File: src/rtl/uart_pkg.sv
// Shared types and helpers for the UART transmitter: FSM state encoding,
// parity mode constants and the parity-bit generator.
package uart_pkg;

  typedef enum logic [2:0] {
    IDLE   = 3'd0,
    START  = 3'd1,
    DATA   = 3'd2,
    PARITY = 3'd3,
    STOP   = 3'd4
  } tx_state_t;

  localparam int PAR_NONE = 0;
  localparam int PAR_ODD  = 1;
  localparam int PAR_EVEN = 2;

  // Parity bit for a zero-extended data word; unused upper bits must be 0.
  function automatic logic parity_bit(input logic [7:0] data, input int mode);
    logic ones;
    ones = ^data;
    case (mode)
      PAR_ODD:  parity_bit = ~ones;
      PAR_EVEN: parity_bit = ones;
      default:  parity_bit = 1'b0;
    endcase
  endfunction

endpackage

File: src/rtl/uart_fifo.sv
// Synchronous FIFO for the transmit path. Pointers carry one extra wrap bit
// so full and empty are distinguished without a separate flag.
module uart_fifo #(
  parameter int WIDTH = 8,
  parameter int DEPTH = 16
) (
  input  logic                     clk,
  input  logic                     reset,
  input  logic                     wr,
  input  logic [WIDTH-1:0]         wr_data,
  input  logic                     rd,
  output logic [WIDTH-1:0]         rd_data,
  output logic                     full,
  output logic                     empty,
  output logic [$clog2(DEPTH):0]   count
);

  localparam int AW = $clog2(DEPTH);

  logic [WIDTH-1:0] mem_r [DEPTH];
  logic [AW:0]      wr_ptr_r;
  logic [AW:0]      rd_ptr_r;
  logic             wr_ok_s;
  logic             rd_ok_s;

  // full is derived from the current pointers, so a same-cycle pop never
  // makes room for a write that arrives while full.
  assign count   = wr_ptr_r - rd_ptr_r;
  assign full    = (count == (AW+1)'(DEPTH));
  assign empty   = (wr_ptr_r == rd_ptr_r);
  assign wr_ok_s = wr && !full;
  assign rd_ok_s = rd && !empty;
  assign rd_data = mem_r[rd_ptr_r[AW-1:0]];

  // Storage array write; data needs no reset since pointers gate visibility.
  always_ff @(posedge clk) begin
    if (wr_ok_s) begin
      mem_r[wr_ptr_r[AW-1:0]] <= wr_data;
    end
  end

  // Read and write pointer advance.
  always_ff @(posedge clk or posedge reset) begin
    if (reset) begin
      wr_ptr_r <= '0;
      rd_ptr_r <= '0;
    end else begin
      if (wr_ok_s) wr_ptr_r <= wr_ptr_r + (AW+1)'(1);
      if (rd_ok_s) rd_ptr_r <= rd_ptr_r + (AW+1)'(1);
    end
  end

endmodule

File: src/rtl/uart_tx_fifo.sv
// UART transmitter with transmit FIFO and CTS-style flow control.
// Frame: start, DATA_BITS data LSB first, optional parity, STOP_BITS stops.
module uart_tx_fifo #(
  parameter int CLK_HZ     = 50000000,
  parameter int BAUD       = 115200,
  parameter int DATA_BITS  = 8,
  parameter int PARITY     = 0,
  parameter int STOP_BITS  = 1,
  parameter int FIFO_DEPTH = 16
) (
  input  logic                          clk,
  input  logic                          reset,
  input  logic [DATA_BITS-1:0]          data_in,
  input  logic                          data_in_wr,
  input  logic                          tx_enable,
  output logic                          uart_tx,
  output logic                          busy_tx,
  output logic                          full,
  output logic [$clog2(FIFO_DEPTH):0]   fifo_count,
  output logic                          overflow
);

  import uart_pkg::*;

  localparam int DIV   = CLK_HZ / BAUD;
  localparam int CNT_W = (DIV < 2) ? 1 : $clog2(DIV);
  localparam logic [CNT_W-1:0] DIV_M1 = CNT_W'(DIV - 1);

  generate
    if (DIV < 2 || DATA_BITS < 5 || DATA_BITS > 8 || PARITY < 0 || PARITY > 2 ||
        STOP_BITS < 1 || STOP_BITS > 2 || FIFO_DEPTH < 2 ||
        (FIFO_DEPTH & (FIFO_DEPTH - 1)) != 0) begin : g_param_err
      $error("uart_tx_fifo: illegal parameter combination");
    end
  endgenerate

  tx_state_t            state_r;
  logic [CNT_W-1:0]     baud_cnt_r;
  logic [2:0]           bit_idx_r;
  logic                 stop_idx_r;
  logic [DATA_BITS-1:0] shift_r;
  logic                 par_r;
  logic                 uart_tx_r;
  logic                 overflow_r;

  logic                 pop_s;
  logic                 fifo_empty_s;
  logic [DATA_BITS-1:0] head_s;
  logic                 start_ok_s;
  logic                 tick_s;
  logic                 last_stop_s;

  uart_fifo #(
    .WIDTH (DATA_BITS),
    .DEPTH (FIFO_DEPTH)
  ) u_fifo (
    .clk     (clk),
    .reset   (reset),
    .wr      (data_in_wr),
    .wr_data (data_in),
    .rd      (pop_s),
    .rd_data (head_s),
    .full    (full),
    .empty   (fifo_empty_s),
    .count   (fifo_count)
  );

  assign start_ok_s  = !fifo_empty_s && tx_enable;
  assign tick_s      = (baud_cnt_r == '0);
  assign last_stop_s = (stop_idx_r == 1'(STOP_BITS - 1));
  assign uart_tx     = uart_tx_r;
  assign overflow    = overflow_r;
  assign busy_tx     = (state_r != IDLE) || !fifo_empty_s;

  // Pop the FIFO head when a frame starts from idle or chains after a stop bit.
  always_comb begin
    pop_s = 1'b0;
    if (state_r == IDLE) begin
      pop_s = start_ok_s;
    end else if (state_r == STOP && tick_s && last_stop_s) begin
      pop_s = start_ok_s;
    end else begin
      pop_s = 1'b0;
    end
  end

  // Flag a write that arrived while the FIFO was full (word is dropped).
  always_ff @(posedge clk or posedge reset) begin
    if (reset) begin
      overflow_r <= 1'b0;
    end else begin
      overflow_r <= data_in_wr && full;
    end
  end

  // Transmit FSM with baud counter, bit counters and shift register.
  always_ff @(posedge clk or posedge reset) begin
    if (reset) begin
      state_r    <= IDLE;
      baud_cnt_r <= DIV_M1;
      bit_idx_r  <= 3'd0;
      stop_idx_r <= 1'b0;
      shift_r    <= '0;
      par_r      <= 1'b0;
      uart_tx_r  <= 1'b1;
    end else begin
      case (state_r)
        IDLE: begin
          baud_cnt_r <= DIV_M1;
          if (start_ok_s) begin
            shift_r   <= head_s;
            par_r     <= parity_bit(8'(head_s), PARITY);
            uart_tx_r <= 1'b0;
            state_r   <= START;
          end else begin
            uart_tx_r <= 1'b1;
          end
        end
        START: begin
          if (tick_s) begin
            baud_cnt_r <= DIV_M1;
            uart_tx_r  <= shift_r[0];
            shift_r    <= shift_r >> 1;
            bit_idx_r  <= 3'd0;
            state_r    <= DATA;
          end else begin
            baud_cnt_r <= baud_cnt_r - CNT_W'(1);
          end
        end
        DATA: begin
          if (tick_s) begin
            baud_cnt_r <= DIV_M1;
            if (bit_idx_r == 3'(DATA_BITS - 1)) begin
              if (PARITY != PAR_NONE) begin
                uart_tx_r <= par_r;
                state_r   <= uart_pkg::PARITY;
              end else begin
                uart_tx_r  <= 1'b1;
                stop_idx_r <= 1'b0;
                state_r    <= STOP;
              end
            end else begin
              bit_idx_r <= bit_idx_r + 3'd1;
              uart_tx_r <= shift_r[0];
              shift_r   <= shift_r >> 1;
            end
          end else begin
            baud_cnt_r <= baud_cnt_r - CNT_W'(1);
          end
        end
        uart_pkg::PARITY: begin
          if (tick_s) begin
            baud_cnt_r <= DIV_M1;
            uart_tx_r  <= 1'b1;
            stop_idx_r <= 1'b0;
            state_r    <= STOP;
          end else begin
            baud_cnt_r <= baud_cnt_r - CNT_W'(1);
          end
        end
        STOP: begin
          if (tick_s) begin
            baud_cnt_r <= DIV_M1;
            if (last_stop_s) begin
              // Chain straight into the next start bit when allowed.
              if (start_ok_s) begin
                shift_r   <= head_s;
                par_r     <= parity_bit(8'(head_s), PARITY);
                uart_tx_r <= 1'b0;
                state_r   <= START;
              end else begin
                uart_tx_r <= 1'b1;
                state_r   <= IDLE;
              end
            end else begin
              stop_idx_r <= 1'b1;
            end
          end else begin
            baud_cnt_r <= baud_cnt_r - CNT_W'(1);
          end
        end
        default: begin
          baud_cnt_r <= DIV_M1;
          uart_tx_r  <= 1'b1;
          state_r    <= IDLE;
        end
      endcase
    end
  end

endmodule

File: config.mk
export PLATFORM = sky130hd
export DESIGN_NAME = uart_tx_fifo
export DESIGN_NICKNAME = d
export VERILOG_FILES = /design/src/rtl/uart_pkg.sv /design/src/rtl/uart_fifo.sv /design/src/rtl/uart_tx_fifo.sv
export SDC_FILE = /design/constraint.sdc
export NUM_CORES = 1
export LEC_CHECK = 0
export BUFFER_PORTS_ARGS = -buffer_cell sky130_fd_sc_hd__buf_2
export CORE_MARGIN = 2
export CORE_UTILIZATION = 55
export DETAILED_ROUTE_END_ITERATION = 8
export GPL_ROUTABILITY_DRIVEN = 0
export PLACE_DENSITY_LB_ADDON = 0.3
export SYNTH_ARGS = -nofsm -noshare
export SYNTH_HDL_FRONTEND = slang
export SYNTH_SLANG_ARGS = --single-unit
File: constraint.sdc
create_clock -name clk -period 3.5 [get_ports clk]
set_input_delay 0.525 -clock clk [delete_from_list [all_inputs] [get_ports clk]]
set_output_delay 0.525 -clock clk [all_outputs]
set_load 0.01 [all_outputs]
==> out/results.txt <==
Status - completed
Wire length per cell - 20.0 µm
GRT overflow - 0
Largest net degree at the start of global routing - 50
FMAX - 0.321 GHz
PD cells - 610 nW/µm²
Die Y-Extent - 116 µm
Buf+Inv Stages, Crit Path - 4
Design Area, Final - 7880 µm²
Async set-reset flop share out of synthesis - 21.5%
Initial core utilization - 55.6%
Mapped Cells - 432
Sequential cell area - 4730 µm²
Area of the multi-input gates - 2040 µm²
Setup repair bufs after CTS - 0
Rows - 41
Share of layout cells above drive strength 1 - 22.1%
Via-to-Cell Ratio - 5.74
Leading area contributor after synthesis - edfxtp_1
Pwr Total - 4810 µW
FF-to-FF Start - u_fifo.rd_ptr_r[2]
RSZ-0062 raised after global routing - false
Root Driver - clkbuf_16
Initial antenna violation count - 0
Dpl hpwl - 8540 µm
PortBufs - 20
Delay-heaviest family, CP - adder cells
Commonest cells in the netlist - edfxtp_1, nor2_1, dfrtp_1
Post-CTS resize count - 0
Fin. Hold Viols - 0
# nets final - 497
Vias in the first global route - 3,805
First-pass GRT wire length - 20,900 µm
Synthesized cell area - 6940 µm²
Io pins - 21
Tcrit/Tclk final - 89.0%
Critical Path Slowest Stage Cell - dfrtp_1
Most common cell on crit path - inv_1
CTS Buf Count - 17
Max VDD drop - 0.000946 V
Routed WL - 13,200 µm
Clk_lat worst skew - 430 ps
CP max stage delay - 440 ps
R2R depth - 7
HP Class - in -> async
Synth top area share - 55.4%
Tmin final - 3110 ps
Filler instances - 892
Largest cells by area after synthesis - edfxtp_1, dfrtp_1, mux2i_1, mux4_2, mux4_1
# diodes - 0
Top FF cell, synth - edfxtp_1
Critical path class - reg -> out
Hold WS - 353 ps
Max Slew Vio Count - 0
Register bit total from synthesis - 163
Clk sinks - 163
Die width - 116 µm
Most instantiated library cell after synthesis - edfxtp_1
Arr. time, crit path - 2590 ps
Ys Warns - 0
Drt first pass iters - 5
Setup skew after layout - 7.47 ps
Post-DRT Antenna Nets - 0
Hold Buf Count CTS - 0
Crit path cell chain - inv_1 > ha_1 > inv_1 > fa_1 > xor2_1 > nor3_1 > o2111ai_2 > inv_2 > buf_2
Buffer depth of the longest clock path - 2
Placed cell area - 7280 µm²
Startpoint Class - flop
Worst slew pin tran - 1060 ps
Clock transition at path regs - 70 ps
Area of the die - 13,500 µm²
Distinct cells, synth - 59
Post-synth EDFFs - 128
CP max FO - 7
Area grow syn2layout - 13.6%
Core ar. - 12,500 µm²
CTS tree - done
Routed via count - 3,768
Maximum capacitance violations - 0
1st-iter DRT viols - 270
Rel. slew slack - 29.1%
Worst path depth - 9
DRC Markers - 0
All-Layer GR Usage - 21.7%
CP Capture Type - output pin
Setup crit start - u_fifo.wr_ptr_r[0]
Syn Nets - 457
Setup TNS - 0 ps
Mean Syn Cell Area - 16.1 µm²
H-tree depth - 4
Register area share after synthesis - 68.2%
Final setup viols - 0
Required time of the critical path - 2970 ps
Pleak - 0.00284 µW
-- worst paths after layout --
check / end / slack (ps)
max in group asynchronous: baud_cnt_r[8] / 2330
min: u_fifo.wr_ptr_r[1] / 350
max reg2reg: u_fifo.mem_r[14][3] / 540
min in group clk: overflow / 400
min reg2reg: baud_cnt_r[0] / 460
max: full / 390
-- cells by family (layout without fill, tap and decap cells) --
group | after synthesis | after routing | synth area share [%]
and+or+nand+nor | 101 | 101 | 7.52
DFF | 163 | 163 | 68.2
muxes | 55 | 55 | 11.9
adders and majority gates | 13 | 13 | 2.45
xor gates and xnor gates | 17 | 17 | 2.15
buffers and inverters | 31 | 84 | 2.49
AOI/OAI and AO/OA | 52 | 52 | 5.29
-- flip-flops by register name, summed over array words and instances (netlist names) --
signal	flops
baud_cnt_r	9
uart_tx	1
overflow	1
state_r	3
bit_idx_r	3
shift_r	8
u_fifo.mem_r	128
u_fifo.rd_ptr_r	5
u_fifo.wr_ptr_r	5
-- cell type report --
| cell class | instances | area share [%] |
|---|---|---|
| Clock buffer | 17 | 5.40 |
| Clock inverter | 15 | 2.18 |
| Inverter | 14 | 0.667 |
| Multi-Input combinational cell | 238 | 25.8 |
| Sequential cell | 163 | 60.0 |
| Tap cell | 172 | 2.73 |
| Timing Repair Buffer | 38 | 3.15 |
-- stage by stage --
stage          util [%]  worst slack [ps]  instances
2_1_floorplan         -               430        432
3_5_place_dp       58.4               583        625
6_report           63.2               386        657
3_3_place_gp       58.4               819        625
5_1_grt            63.2               240        657
4_1_cts            63.2               376        657
-- worst reg2reg max path, delay by kind of cell (launching register included) --
kind / cells / cell delay [ps]
adders and majority gates: 1 / 390
and+or+nand+nor: 2 / 810
buffers and inverters: 1 / 140
AOI/OAI and AO/OA: 3 / 750
DFF: 1 / 500
-- metal layers --
layer | wire [µm] | up-vias | track usage (%)
li1 | - | 1752 | -
met1 | 5500 | 1912 | 27.2
met2 | 6870 | 89 | 36.5
met3 | 605 | 15 | 5.97
met4 | 195 | 0 | 8.02
met5 | 0 | - | 0
-- cells in the final DEF, fill, tap and decap left out, types with 3 or more instances in the layout --
| cell type | instances |
|---|---|
| a21oi_1 | 6 |
| a22o_1 | 3 |
| a22oi_1 | 7 |
| a31oi_1 | 6 |
| buf_2 | 20 |
| buf_4 | 17 |
| clkbuf_16 | 17 |
| clkinvlp_4 | 3 |
| dfrtp_1 | 28 |
| dfstp_2 | 6 |
| edfxtp_1 | 128 |
| ha_1 | 12 |
| inv_1 | 13 |
| inv_6 | 5 |
| mux2_2 | 8 |
| mux2i_1 | 28 |
| mux4_1 | 8 |
| mux4_2 | 11 |
| nand2_1 | 18 |
| nand2b_1 | 3 |
| nand3_1 | 9 |
| nand3b_1 | 3 |
| nor2_1 | 35 |
| nor2b_1 | 3 |
| nor3_1 | 12 |
| o21ai_0 | 4 |
| o22ai_1 | 13 |
| or3_1 | 3 |
| xnor2_1 | 8 |
| xor2_1 | 9 |
-- report_power, final --
part	switching [µW]	internal, µW
registers	86.2	2280
logic	367	220
clock network	788	1070
(Power assumes the default switching activity.)
